## config.mk

```make
export PLATFORM = sky130hd
export DESIGN_NAME = sevenseg_scan
export DESIGN_NICKNAME = d
export VERILOG_FILES = /design/src/rtl/sevenseg_scan.sv
export SDC_FILE = /design/constraint.sdc
export NUM_CORES = 1
export LEC_CHECK = 0
export BUFFER_PORTS_ARGS = -buffer_cell sky130_fd_sc_hd__buf_2
export CAP_MARGIN = 20
export CORE_MARGIN = 2
export CORE_UTILIZATION = 51
export CTS_CLUSTER_SIZE = 10
export DETAILED_ROUTE_END_ITERATION = 16
export PLACE_DENSITY_LB_ADDON = 0.2
export SLEW_MARGIN = 20
export SYNTH_ARGS = -nofsm -noshare
export SYNTH_HDL_FRONTEND = slang
export SYNTH_SLANG_ARGS = --single-unit
```

## constraint.sdc

```tcl
create_clock -name clk -period 2.2 [get_ports clk]
set_clock_uncertainty 0.15 [all_clocks]
set_input_delay 0.33 -clock clk [delete_from_list [all_inputs] [get_ports clk]]
set_output_delay 0.33 -clock clk [all_outputs]
set_load 0.02 [all_outputs]
```

## src/rtl/sevenseg_scan.sv

```systemverilog
// Time-multiplexed hex seven-segment scanner with a frame-synchronous double-buffered value.
// Define SEVENSEG_SCAN_LZB_EN to blank leading zero digits (digit 0 is never blanked).
module sevenseg_scan #(
  parameter int NUM_DIGITS  = 4,
  parameter int SCAN_DIV    = 4,
  parameter bit SEG_ACT_LOW = 1'b0,
  parameter bit AN_ACT_LOW  = 1'b1
) (
  input  logic                    clk,
  input  logic                    reset,
  input  logic                    load,
  input  logic [4*NUM_DIGITS-1:0] value,
  input  logic [NUM_DIGITS-1:0]   dp_in,
  output logic                    pending,
  output logic [6:0]              segments,
  output logic                    dp,
  output logic [NUM_DIGITS-1:0]   anodes,
  output logic                    frame_start
);

  localparam int IDX_W = (NUM_DIGITS > 1) ? $clog2(NUM_DIGITS) : 1;
  localparam int PRE_W = $clog2(SCAN_DIV);
  localparam logic [IDX_W-1:0]      IDX_LAST = IDX_W'(NUM_DIGITS - 1);
  localparam logic [PRE_W-1:0]      PRE_LAST = PRE_W'(SCAN_DIV - 1);
  localparam logic [6:0]            SEG_OFF  = {7{SEG_ACT_LOW}};
  localparam logic                  DP_OFF   = SEG_ACT_LOW;
  localparam logic [NUM_DIGITS-1:0] AN_OFF   = {NUM_DIGITS{AN_ACT_LOW}};

  logic [PRE_W-1:0]        r_presc;
  logic [IDX_W-1:0]        r_idx;
  logic [4*NUM_DIGITS-1:0] r_shadow_val;
  logic [NUM_DIGITS-1:0]   r_shadow_dp;
  logic                    r_pending;
  logic [4*NUM_DIGITS-1:0] r_act_val;
  logic [NUM_DIGITS-1:0]   r_act_dp;
  logic [6:0]              r_seg;
  logic                    r_dp;
  logic [NUM_DIGITS-1:0]   r_an;
  logic                    r_fs;

  logic                    w_tick;
  logic                    w_wrap;
  logic [3:0]              w_nib;
  logic                    w_dp_cur;
  logic                    w_blank;
  logic [6:0]              w_glyph;
  logic [NUM_DIGITS-1:0]   w_an_onehot;

  function automatic logic [6:0] hex_glyph(input logic [3:0] n);
    logic [6:0] g;
    g = 7'h00;
    case (n)
      4'h0: g = 7'h7E;  4'h1: g = 7'h30;  4'h2: g = 7'h6D;  4'h3: g = 7'h79;
      4'h4: g = 7'h33;  4'h5: g = 7'h5B;  4'h6: g = 7'h5F;  4'h7: g = 7'h70;
      4'h8: g = 7'h7F;  4'h9: g = 7'h7B;  4'hA: g = 7'h77;  4'hB: g = 7'h1F;
      4'hC: g = 7'h4E;  4'hD: g = 7'h3D;  4'hE: g = 7'h4F;  4'hF: g = 7'h47;
      default: g = 7'h00;
    endcase
    return g;
  endfunction

  assign w_tick = (r_presc == PRE_LAST);
  assign w_wrap = w_tick && (r_idx == IDX_LAST);

  always_ff @(posedge clk) begin
    if (reset) begin
      r_presc <= '0;
      r_idx   <= '0;
    end else if (w_tick) begin
      r_presc <= '0;
      r_idx   <= (r_idx == IDX_LAST) ? '0 : r_idx + 1'b1;
    end else begin
      r_presc <= r_presc + 1'b1;
    end
  end

  // A load coinciding with the frame wrap bypasses the shadow so it shows in the new frame.
  always_ff @(posedge clk) begin
    if (reset) begin
      r_shadow_val <= '0;
      r_shadow_dp  <= '0;
      r_act_val    <= '0;
      r_act_dp     <= '0;
      r_pending    <= 1'b0;
    end else if (load && w_wrap) begin
      r_shadow_val <= value;
      r_shadow_dp  <= dp_in;
      r_act_val    <= value;
      r_act_dp     <= dp_in;
      r_pending    <= 1'b0;
    end else if (load) begin
      r_shadow_val <= value;
      r_shadow_dp  <= dp_in;
      r_pending    <= 1'b1;
    end else if (w_wrap && r_pending) begin
      r_act_val    <= r_shadow_val;
      r_act_dp     <= r_shadow_dp;
      r_pending    <= 1'b0;
    end
  end

  assign w_nib    = r_act_val[{r_idx, 2'b00} +: 4];
  assign w_dp_cur = r_act_dp[r_idx];
  assign w_glyph  = hex_glyph(w_nib);

`ifdef SEVENSEG_SCAN_LZB_EN
  logic w_upper_zero;
  always_comb begin
    w_upper_zero = 1'b1;
    for (int i = 0; i < NUM_DIGITS; i++) begin
      if ((IDX_W'(i) >= r_idx) && (r_act_val[4*i +: 4] != 4'h0)) w_upper_zero = 1'b0;
    end
  end
  assign w_blank = (r_idx != '0) && w_upper_zero;
`else
  assign w_blank = 1'b0;
`endif

  always_comb begin
    w_an_onehot        = '0;
    w_an_onehot[r_idx] = 1'b1;
  end

  always_ff @(posedge clk) begin
    if (reset) begin
      r_seg <= SEG_OFF;
      r_dp  <= DP_OFF;
      r_an  <= AN_OFF;
      r_fs  <= 1'b0;
    end else begin
      r_seg <= (w_blank ? 7'h00 : w_glyph) ^ SEG_OFF;
      r_dp  <= w_dp_cur ^ DP_OFF;
      r_an  <= w_an_onehot ^ AN_OFF;
      r_fs  <= (r_idx == '0) && (r_presc == '0);
    end
  end

  assign pending     = r_pending;
  assign segments    = r_seg;
  assign dp          = r_dp;
  assign anodes      = r_an;
  assign frame_start = r_fs;

endmodule

```

Yosys cells after proc, flatten, opt, wreduce, memory -nomap -nowiden
Memories as Yosys holds them, arrays and structs flattened. A register that Yosys moved wholly into a read port is not among the register bits.
Index checks and enable logic that the tools add are counted.

storage, ports and cells
  register bits after elaboration = 51
  memory bits (read-only) = 112
  memories = 1

memories
  memory           words  width  rd ports  clocked after Yosys merged registers in  wr ports  RTL line  text
  (no name shown)  16     7      1         1                                        0         52        case (n)

operators by class
  add/sub/neg operators = 2
  order comparisons = 2
  equality and inequality tests = 3
  shift operators = 1
  muxes and demuxes = 17
  bitwise logic cells = 1
  reductions and logical operators = 13

operator list
  operator                                                                              number
  16-bit 2-to-1 mux                                                                     5
  4-bit 2-to-1 mux                                                                      5
  16-bit by 5-bit indexed part select with 4-bit output                                 1
  2-bit nonzero test                                                                    3
  1-bit logical AND                                                                     5
  2-bit by 1-bit adder with 2-bit output (second input constant)                        2
  2-bit equality test (second input constant)                                           2
  2-bit zero test                                                                       2
  1-bit 2-to-1 mux                                                                      4
  4-bit inverter                                                                        1
  2-bit OR reduction                                                                    2
  2-bit by 3-bit less-than comparator with 1-bit output (second input constant)         1
  1-bit binary-select mux with 2-bit select                                             1
  1-bit demux with 2-bit select                                                         1
  2-bit by 1-bit greater-or-equal comparator with 1-bit output (second input constant)  1
  2-bit 2-to-1 mux                                                                      1
  2-bit by 1-bit != test with 1-bit output (second input constant)                      1
  2-bit AND reduction                                                                   1

Logic depth before layout (Yosys ltp)
Gate-level depths: netlist of run 1.

  depth after elaboration = 6
  mapped depth = 7

Least setup slack after synthesis of run 1
No wires, ideal clock.

  kind = register to register
  start point = register r_idx[0]
  end point = register r_seg[6], in the netlist segments[6]
  library setup time = 95 ps
  arrival time = 1,945 ps
  required time = 1,955 ps
  slack = 10 ps
  cell stages (with the launch flop) = 6
  buffers on the path = 1
  clock period less this slack = 2,190 ps
  path through = dfxtp_1 > buf_6 > mux4_1 > ha_1 > or4b_1 > o311ai_1

between the ends
  cells in the longest elaborated chain, start to end = 1

RTL lines
  element                                                RTL line  text
  start, declared                                        30        logic [IDX_W-1:0] r_idx;
  start signal, assigned                                 71        r_idx <= (r_idx == IDX_LAST) ? '0 : r_idx + 1'b1;
  16-bit by 5-bit indexed part select with 4-bit output  102       assign w_nib = r_act_val[{r_idx, 2'b00} +: 4];
  end, declared                                          36        logic [6:0] r_seg;

Every way passes these cells.
A chain may end at the register's enable or synchronous reset.

Worst setup path in the final report of run 1
Ends and elaborated chain as after synthesis.

==> impl_metrics.py, run 1 <==
metrics = {
    "final_layout": {
        "num_antenna_cells": 0,
        "layout_commonest_cell": "dfxtp_1",
        "layoutNonFillerInstCount": 360,
        "nets": 325,
        "final_cell_mix": "57 x dfxtp_1, 46 x nor2_1, 44 x mux2i_1",
        "layout-drive-gt1-share": 0.2423,
        "area_growth_syn_to_layout_pct": 19.36,
        "fillers": 446,
    },
    "synth": {
        "synth-edff-count": 0,
        "synth_warnings": 0,
        "ys_types": 28,
        "seq_area_frac_synth": 0.4492,
        "synth-xor-area-share": 0.003388,
        "muxShareOfSynthArea": 0.2299,
        "synth-async-reset-ratio": 0,
        "ys_seq_elements": 58,
        "synth-compound-area-share": 0.08906,
        "synth_fa_ha_area_frac": 0.06776,
        "synth_cells": 247,
        "synth_area_sq_um": 2585,
        "synth_area_per_cell_sq_um": 10.47,
        "syn-num-nets": 284,
        "synthSimpleGateAreaFrac": 0.1113,
        "synth_top_family_by_area": "multiplexers",
        "ys.flop_type": "dfxtp_1",
    },
    "clock_network": {
        "clk_pin_slew_worst_paths_ns": 0.07,
        "clock_latency_ns": 0.34,
        "h-tree-depth": 3,
        "cts_buffer_depth": 2,
        "cts_inserted_buffers": 9,
        "cts_tree": "yes",
        "cts_sinks": 58,
        "ctsHoldBuffers": 0,
        "root_buffer": "clkbuf_8",
    },
    "floorplanning": {
        "dieHeight_microns": 75.20,
        "start_util": 0.5366,
        "die_w_microns": 75.20,
        "row_count": 25,
        "io_pins": 37,
        "die-area_sq_um": 5654,
        "core-area_sq_um": 4817,
    },
    "pwr": {
        "power_frac_seq": 0.473,
        "power_frac_comb": 0.068,
        "p_leak_nw": 1.458,
        "switchingPower_w": 0.0005227,
        "p_sw_frac": 0.2224,
        "p_per_area_nw_per_um2": 761.7,
        "clockPowerShare": 0.459,
        "p_int_w": 0.001828,
        "peakVddDrop_uv": 578.0,
    },
    "critical_path": {
        "required_ns": 2.30,
        "endpoint_kind": "flip-flop",
        "path_class": "reg -> reg",
        "critPathSlowestCell": "mux4_2",
        "crit_path_start": "r_idx[0]$_SDFFE_PP0N_",
        "cp.arrival_ns": 2.17,
        "r2r_start": "r_idx[0]$_SDFFE_PP0N_",
        "regToRegEndpoint": "segments[6]$_SDFF_PP0_",
        "reg2reg_depth": 4,
        "cp-start-kind": "flip-flop",
        "critical_path_peak_fanout": 7,
        "crit_end": "segments[6]$_SDFF_PP0_",
        "crit_chain": "mux4_2, ha_1, or4b_1, o311ai_1",
        "rrSetupSlack_ns": 0.13,
        "cpPeakStageDelay_ns": 0.59,
    },
    "global_route": {
        "grt_first_pass_wirelength_mm": 8.424,
        "grt_util_met2": 0.3051,
        "met3_usage": 0.09639,
        "grt_start_max_net_pins": 41,
        "busiest_layer": "met2",
        "gr-usage-all-layers": 0.2030,
        "gr-usage-met1": 0.2540,
        "grt_overflow": 0,
        "grt_antenna_before_repair": 0,
        "grt_pass1_vias": 1815,
    },
    "timing": {
        "drv_slew": 0,
        "fin_setup_tns_ns": 0,
        "tightest_slew_ns": 0.5108,
        "slew_headroom": 0.6594,
        "setup_viol": 0,
        "whs_ns": 0.08933,
        "rsz0062_at_grt": "false",
        "period_share": 0.9412,
        "finalCriticalPeriod_ns": 2.071,
        "fmax_mhz": 483.0,
        "hold_violations": 0,
    },
    "place": {
        "dpl.hpwl_mm": 3.209,
        "portBuffers": 36,
        "routabilityCongestion": 0.7921,
        "placed_cells": 344,
    },
    "routing": {
        "drc_errors": 0,
        "vias": 1810,
        "via_per_inst": 5.028,
        "wl_per_cell_microns": 13.15,
        "dr.pass1.iters": 4,
        "detail_route.iter0.violations": 83,
        "drt-total-wl_mm": 4.733,
        "final_antenna_net_count": 0,
    },
    "min_path": {
        "hold_class": "in -> reg",
        "hp-start": "value[10]",
    },
    "run": {
        "drv_cap": 0,
    },
    "status": {
        "run_status": "complete, no violations",
    },
}
[how the worst min path moves through the flow]
stage                                         end  slack [ns]  depth (start not counted)
floorplan                    anodes[0]$_SDFF_PP1_        0.31                          1
global placement     r_shadow_val[1]$_SDFFE_PP0P_        0.32                          2
detailed placement  r_shadow_val[10]$_SDFFE_PP0P_        0.33                          2
CTS                 r_shadow_val[10]$_SDFFE_PP0P_        0.07                          3
global route        r_shadow_val[11]$_SDFFE_PP0P_        0.07                          3
finish              r_shadow_val[10]$_SDFFE_PP0P_        0.09                          3
[routing by layer]
metal / part of all wire / routed length [microns]
met1: 0.48 / 2294
met2: 0.46 / 2157
met3: 0.053 / 253
met4: 0.0057 / 27
met5: 0 / 0
[state kept, by name, indices dropped and copies added, names as in the netlist]
| register | cells |
|---|---|
| r_idx | 2 |
| r_act_dp | 4 |
| pending | 1 |
| r_shadow_val | 16 |
| r_act_val | 16 |
| anodes | 4 |
| frame_start | 1 |
| dp | 1 |
| r_presc | 2 |
| r_shadow_dp | 4 |
| segments | 7 |
[through the flow]
stage | worst slack [ns] | instance area [sq um] | total power (W) | utilization
global route | 0.001241 | 3085 | 0.002449 | 0.6405
detailed placement | 0.08053 | 2869 | 0.001294 | 0.5956
global placement | 0.1033 | 2869 | 0.001291 | 0.5956
CTS | 0.05152 | 3088 | 0.002385 | 0.6410
finish | 0.1295 | 3085 | 0.002350 | 0.6405
floorplan | 0.01008 | 2585 | 0.001235 | -
[final cells by class]
class,count,area [sq um],share of cell area
inverter,10,37.54,0.01217
clock buffer,11,141.4,0.04582
timing repair buffer,49,290.3,0.09408
tap,67,83.83,0.02717
multi-input combinational,160,1292,0.4189
clock inverter,5,77.57,0.02514
sequential,58,1162,0.3767
[power groups by stage]
stage / clock network, W / logic, W / registers (W)
5_1_grt: 0.00115 / 0.000179 / 0.00112
4_1_cts: 0.00111 / 0.000161 / 0.00111
3_5_place_dp: 0 / 0.000159 / 0.00113
2_1_floorplan: 0 / 0.0000894 / 0.00115
3_3_place_gp: 0 / 0.000158 / 0.00113
6_report: 0.00108 / 0.000159 / 0.00111
[critical path, delay by kind of cell (launching register included)]
family	cells	cell delay, ns
DFF	1	0.37
AOI/OAI and AO/OA	1	0.09
muxes	1	0.59
and+or+nand+nor	1	0.51
adders and majority gates	1	0.27
[synthesized netlist by cell type (2+ instances only)]
cell type | instances | share of area
a211oi_1 | 23 | 0.067
a21oi_1 | 2 | 0.0039
mux2i_1 | 44 | 0.17
mux4_2 | 3 | 0.026
nor2b_1 | 3 | 0.0073
or4b_1 | 2 | 0.0077
buf_6 | 2 | 0.0087
clkbuf_1 | 13 | 0.019
mux2_1 | 2 | 0.0087
mux4_1 | 2 | 0.020
nand2b_1 | 4 | 0.0097
nor3b_1 | 3 | 0.0087
buf_2 | 3 | 0.0058
dfxtp_1 | 58 | 0.45
nor2_1 | 46 | 0.067
nor3_1 | 3 | 0.0058
inv_1 | 10 | 0.015
ha_1 | 14 | 0.068
[repair_timing]
item                                    CTS  global route
buffers inserted                          0             0
endpoints found under the setup margin    0             1
resized for setup                         0             2
endpoints found under the hold margin     0             0
[kinds of logic (layout without fill, tap and decap cells)]
group                    after synthesis  count (layout)
AO/OA/AOI/OAI                         30              30
XOR/XNOR                               1               1
adder cells (fa/ha/maj)               14              14
buffers and inverters                 29              75
flip-flops                            58              58
multiplexers                          52              52
AND/OR/NAND/NOR                       63              63
Power figures use the tool's default switching activity.
==> inputs of run 2 (changes only) <==
--- a/config.mk
+++ b/config.mk
@@ -8,7 +8,7 @@
 export BUFFER_PORTS_ARGS = -buffer_cell sky130_fd_sc_hd__buf_2
 export CAP_MARGIN = 20
 export CORE_MARGIN = 2
-export CORE_UTILIZATION = 51
+export CORE_UTILIZATION = 56
 export CTS_CLUSTER_SIZE = 10
 export DETAILED_ROUTE_END_ITERATION = 16
 export PLACE_DENSITY_LB_ADDON = 0.2
==> constraint.sdc (replaced) <==
create_clock -name clk -period 2 [get_ports clk]
set_clock_uncertainty 0.15 [all_clocks]
set_input_delay 0.3 -clock clk [delete_from_list [all_inputs] [get_ports clk]]
set_output_delay 0.3 -clock clk [all_outputs]
set_load 0.02 [all_outputs]
==> run 2 against run 1 <==
  * Final cell count fell by 4.4%
  * Largest power group unchanged
  * Critical endpoint is now segments[1]$_SDFF_PP0_
  * Critical path type unchanged
  * Clock-buffer cell count rose by 1
  * Largest cell class unchanged
  * Combinational power rose by 9%
==> impl_metrics.py, run 2 (synthesis gave the netlist of run 1 again) <==
metrics = {
    "status": {
        "run_status": "complete, no violations",
    },
    "timing": {
        "slew_headroom": 0.6641,
        "drv_slew": 0,
        "period_share": 0.9931,
        "finalCriticalPeriod_ns": 1.986,
        "hold_violations": 0,
        "fmax_mhz": 503.5,
        "setup_viol": 0,
        "tightest_slew_ns": 0.5038,
        "rsz0062_at_grt": "true",
    },
    "floorplanning": {
        "io_pins": 37,
        "start_util": 0.5856,
        "dieHeight_microns": 71.94,
        "die_w_microns": 71.94,
        "core-area_sq_um": 4414,
        "die-area_sq_um": 5175,
        "row_count": 24,
    },
    "critical_path": {
        "r2r_start": "r_idx[0]$_SDFFE_PP0N_",
        "critPathSlowestCell": "mux4_2",
        "critical_path_peak_fanout": 4,
        "rrSetupSlack_ns": 0.01,
        "required_ns": 2.10,
        "cp.arrival_ns": 2.08,
        "cp-start-kind": "flip-flop",
        "endpoint_kind": "flip-flop",
        "crit_chain": "mux4_2, ha_1, mux2_1, a211oi_1",
        "path_class": "reg -> reg",
        "cpPeakStageDelay_ns": 0.56,
        "regToRegEndpoint": "segments[1]$_SDFF_PP0_",
        "reg2reg_depth": 4,
    },
    "routing": {
        "dr.pass1.iters": 4,
        "drt-total-wl_mm": 4.836,
        "detail_route.iter0.violations": 79,
        "vias": 1832,
        "drc_errors": 0,
        "via_per_inst": 5.326,
        "final_antenna_net_count": 0,
        "wl_per_cell_microns": 14.06,
    },
    "min_path": {
        "min_to": "r_shadow_val[9]$_SDFFE_PP0P_",
        "hold_class": "in -> reg",
        "whs_path_depth": 3,
        "hp-start": "value[9]",
    },
    "clock_network": {
        "clock_latency_ns": 0.33,
        "cts_setup_buffers": 0,
        "clk_pin_slew_worst_paths_ns": 0.06,
        "h-tree-depth": 3,
        "cts_tree": "yes",
        "cts_buffer_depth": 2,
        "cts_inserted_buffers": 9,
        "root_buffer": "clkbuf_8",
        "cts_sinks": 58,
    },
    "final_layout": {
        "final_cell_mix": "57 x dfxtp_1, 46 x nor2_1, 44 x mux2i_1",
        "multi_input_area_sq_um": 1318,
        "postLayoutCoreUtil": 0.6961,
        "finalInstanceArea_sq_um": 3073,
        "nets": 325,
        "num_antenna_cells": 0,
        "fillers": 362,
        "seqCellArea_sq_um": 1165,
        "layout-drive-gt1-share": 0.2500,
        "layout_commonest_cell": "dfxtp_1",
        "area_growth_syn_to_layout_pct": 18.88,
    },
    "place": {
        "dpl-instance-area_sq_um": 2873,
        "dpl.hpwl_mm": 3.167,
        "portBuffers": 36,
        "routabilityCongestion": 0.7179,
    },
    "global_route": {
        "grt_start_max_net_pins": 41,
        "grt_antenna_before_repair": 0,
        "grt_first_pass_wirelength_mm": 8.114,
        "grt_overflow": 0,
        "grt_pass1_vias": 1735,
        "gr-usage-all-layers": 0.2111,
    },
    "pwr": {
        "p_per_area_nw_per_um2": 791.6,
        "p_leak_nw": 1.449,
        "peakVddDrop_uv": 715.3,
    },
    "run": {
        "drv_cap": 0,
    },
}
[run 2: cell count changes in the layout (fill, tap and decap cells not counted), sizes merged]
cell | before | now
clkinvlp | 1 | 0
clkbuf | 11 | 12
bufinv | 2 | 1
[run 2: worst max-delay path, delay by kind of cell (launching register included)]
family	cells	cell delay, ns
flip-flops	1	0.37
adder cells (fa/ha/maj)	1	0.28
AO/OA/AOI/OAI	1	0.23
multiplexers	2	0.87
[run 2: worst max path at each step]
stage / start / endpoint / slack (ns) / cells after the start
after global routing: r_idx[0]$_SDFFE_PP0N_ / segments[1]$_SDFF_PP0_ / -0.06 / 4
after global placement: r_idx[0]$_SDFFE_PP0N_ / segments[1]$_SDFF_PP0_ / 0.06 / 4
after floorplan: r_idx[0]$_SDFFE_PP0N_ / segments[6]$_SDFF_PP0_ / -0.03 / 5
final: r_idx[0]$_SDFFE_PP0N_ / segments[1]$_SDFF_PP0_ / 0.01 / 4
after detailed placement: r_idx[0]$_SDFFE_PP0N_ / segments[1]$_SDFF_PP0_ / 0.04 / 4
after CTS: r_idx[0]$_SDFFE_PP0N_ / segments[1]$_SDFF_PP0_ / 0.02 / 4
[run 2: per-layer routing]
metal  vias up  wire length [microns]  track usage
met1       852                   2320       0.2691
met4         0                     63      0.09434
li1        946                      -            -
met2        29                   2254       0.3189
met3         5                    197      0.08194
met5         -                      0            0
[run 2: final cells by class]
class / count / share of cell area
multi-input cells: 160 / 0.4287
clock inverters: 3 / 0.01303
inverters: 10 / 0.01221
flip-flops and latches: 58 / 0.3791
clock buffers: 12 / 0.04723
well taps: 52 / 0.02117
repair buffers: 49 / 0.09853
[run 2: through the flow]
step	std cells	TNS (ns)	total power (W)	setup WS (ns)	hold slack (ns)
after floorplan	247	-0.05342	0.001359	-0.03266	0.2752
after global placement	329	0	0.001419	0.06055	0.3249
after detailed placement	329	0	0.001422	0.04037	0.3335
after CTS	344	0	0.002471	0.02209	0.05051
after global routing	344	-0.09216	0.002544	-0.06075	0.07181
final	344	0	0.002432	0.01384	0.06707
[run 2: report_power, final]
| part | internal, W | switching [W] | leakage (nW) |
|---|---|---|---|
| combinational | 0.0000787 | 0.0000954 | 0.877 |
| sequential | 0.00120 | 0.0000218 | 0.476 |
| clock | 0.000599 | 0.000438 | 0.0962 |
[run 2: repair_timing]
action	4_1_cts	5_1_grt
hold buffers	0	0
gates resized for setup	0	4
setup endpoints to repair	0	6
==> inputs of run 3 (changes only) <==
--- a/config.mk
+++ b/config.mk
@@ -8,7 +8,7 @@
 export BUFFER_PORTS_ARGS = -buffer_cell sky130_fd_sc_hd__buf_2
 export CAP_MARGIN = 20
 export CORE_MARGIN = 2
-export CORE_UTILIZATION = 56
+export CORE_UTILIZATION = 51
 export CTS_CLUSTER_SIZE = 10
 export DETAILED_ROUTE_END_ITERATION = 16
 export PLACE_DENSITY_LB_ADDON = 0.2
==> constraint.sdc (replaced) <==
create_clock -name clk -period 1.7 [get_ports clk]
set_clock_uncertainty 0.15 [all_clocks]
set_input_delay 0.255 -clock clk [delete_from_list [all_inputs] [get_ports clk]]
set_output_delay 0.255 -clock clk [all_outputs]
set_load 0.02 [all_outputs]
==> run 3 against run 2 <==
  * The flow now finishes with violations (negative setup slack)
  * Maximum frequency is essentially flat
  * Sequential cell count is the same
  * Sequential share of layout area shrank 5.3 points
  * Final cell count grew 12%
  * Combinational power grew 28%
  * Core utilization grew 4.5 points
  * Non-clock buffer count grew 27
  * Critical endpoint is now segments[6]$_SDFF_PP0_
  * Largest power group unchanged
==> impl_metrics.py, run 3 (synthesis gave the netlist of run 1 again) <==
metrics = {
    "global_route": {
        "grt_start_max_net_pins": 31,
        "grt_first_pass_wirelength_mm": 9.680,
        "grt_pass1_vias": 1953,
        "grt_overflow": 0,
        "gr-usage-all-layers": 0.2391,
        "grt_antenna_before_repair": 0,
    },
    "critical_path": {
        "reg2reg_depth": 4,
        "path_class": "reg -> reg",
        "regToRegEndpoint": "segments[6]$_SDFF_PP0_",
        "cp-start-kind": "flip-flop",
        "crit_path_start": "r_idx[0]$_SDFFE_PP0N_",
        "r2r_start": "r_idx[0]$_SDFFE_PP0N_",
        "cp.arrival_ns": 2.09,
        "endpoint_kind": "flip-flop",
        "critical_path_peak_fanout": 5,
        "rrSetupSlack_ns": -0.28,
        "required_ns": 1.80,
    },
    "timing": {
        "tightest_slew_ns": 0.3565,
        "period_share": 1.168,
        "slew_headroom": 0.7623,
        "layout_setup_ws_ns": -0.2848,
        "fmax_mhz": 503.8,
        "finalCriticalPeriod_ns": 1.985,
        "rsz0062_at_grt": "true",
        "hold_violations": 0,
        "drv_slew": 0,
        "setup_viol": 27,
    },
    "floorplanning": {
        "die_w_microns": 75.20,
        "core-area_sq_um": 4817,
        "dieHeight_microns": 75.20,
        "start_util": 0.5366,
        "die-area_sq_um": 5654,
        "io_pins": 37,
        "row_count": 25,
    },
    "routing": {
        "dr.pass1.iters": 7,
        "wl_per_cell_microns": 15.88,
        "vias": 2079,
        "drc_errors": 0,
        "drt-total-wl_mm": 6.130,
        "final_antenna_net_count": 0,
        "via_per_inst": 5.386,
        "detail_route.iter0.violations": 76,
    },
    "min_path": {
        "hold_class": "in -> reg",
        "whs_path_depth": 3,
        "hp-start": "dp_in[3]",
        "min_to": "r_shadow_dp[3]$_SDFFE_PP0P_",
    },
    "final_layout": {
        "seqCellArea_sq_um": 1166,
        "area_growth_syn_to_layout_pct": 38.14,
        "num_antenna_cells": 0,
        "nets": 352,
        "finalInstanceArea_sq_um": 3571,
        "fillers": 355,
        "multi_input_area_sq_um": 1433,
        "final_cell_mix": "56 x dfxtp_1, 46 x nor2_1, 43 x mux2i_1",
        "layoutNonFillerInstCount": 386,
        "layout_commonest_cell": "dfxtp_1",
        "layout-drive-gt1-share": 0.3668,
    },
    "place": {
        "placed_cells": 358,
        "portBuffers": 36,
        "place_ws_ns": -0.2959,
        "routabilityCongestion": 0.7226,
        "dpl-instance-area_sq_um": 2997,
        "dpl.hpwl_mm": 3.315,
    },
    "pwr": {
        "peakVddDrop_uv": 623.9,
        "p_per_area_nw_per_um2": 838.1,
        "p_leak_nw": 1.670,
    },
    "clock_network": {
        "cts_sinks": 58,
        "clock_latency_ns": 0.35,
        "cts_buffer_depth": 2,
        "cts_tree": "yes",
        "clk_pin_slew_worst_paths_ns": 0.07,
        "ctsHoldBuffers": 0,
        "root_buffer": "clkbuf_8",
        "h-tree-depth": 3,
        "cts_inserted_buffers": 9,
    },
    "status": {
        "run_status": "finished, violations left",
        "violations": "negative setup slack",
    },
    "run": {
        "drv_cap": 0,
    },
}
run 3: changes by cell type in the layout (fill, tap and decap cells not counted), moves of 2 or more:
cell,delta
inv_1,-3
buf_6,+7
clkbuf_8,+2
inv_2,+2
buf_16,+5
mux2_4,+2
ha_1,-5
ha_4,+6
buf_4,+14
run 3: metrics by stage:
step                total power, W  utilization  TNS [ns]  hold WS (ns)
global placement          0.001673       0.6221    -1.400        0.3224
global route              0.003112       0.7413    -4.629       0.01026
CTS                       0.002996       0.7187    -1.966      0.002324
finish                    0.002993       0.7413    -2.887      0.006679
detailed placement        0.001679       0.6221    -2.165        0.3280
floorplan                 0.001599            -    -1.718        0.2302
run 3: area by class of cell:
| type | count | share of cell area |
|---|---|---|
| well taps | 67 | 0.02348 |
| multi-input cells | 160 | 0.4012 |
| repair buffers | 76 | 0.1804 |
| inverters | 10 | 0.01121 |
| clock inverters | 2 | 0.009811 |
| clock buffers | 13 | 0.04730 |
| flip-flops and latches | 58 | 0.3266 |
run 3: report_power, final:
group | internal [W] | total [W] | switching [W]
clock | 0.000787 | 0.00133 | 0.000545
combinational | 0.000102 | 0.000223 | 0.000121
sequential | 0.00141 | 0.00144 | 0.0000275
run 3: layer usage:
metal  routed length [microns]  share of wire  vias up  global-route usage
met5                         0              0        -                   0
met1                      2727           0.44      997              0.3028
met4                       236          0.038        0              0.1209
met3                       275          0.045       22             0.07898
li1                          -              -     1002                   -
met2                      2891           0.47       58              0.3655
run 3: worst max-delay path by stage:
stage,slack (ns),to
floorplan,-0.33,segments[6]$_SDFF_PP0_
global placement,-0.25,segments[1]$_SDFF_PP0_
detailed placement,-0.30,segments[1]$_SDFF_PP0_
CTS,-0.26,segments[1]$_SDFF_PP0_
global route,-0.34,segments[6]$_SDFF_PP0_
finish,-0.28,segments[6]$_SDFF_PP0_
run 3: worst max-delay path: stages, from the launching register on:
cell and delay [ns]:
dfxtp_4 0.37, mux4_2 0.61, ha_4 0.22, or4b_1 0.45
o311ai_1 0.08
run 3: timing repair:
item | in CTS | in global routing
resized for setup | 20 | 21
setup buffers | 7 | 2
endpoints found under the setup margin | 27 | 27
cloned | 5 | 0
pin swaps | 25 | 9
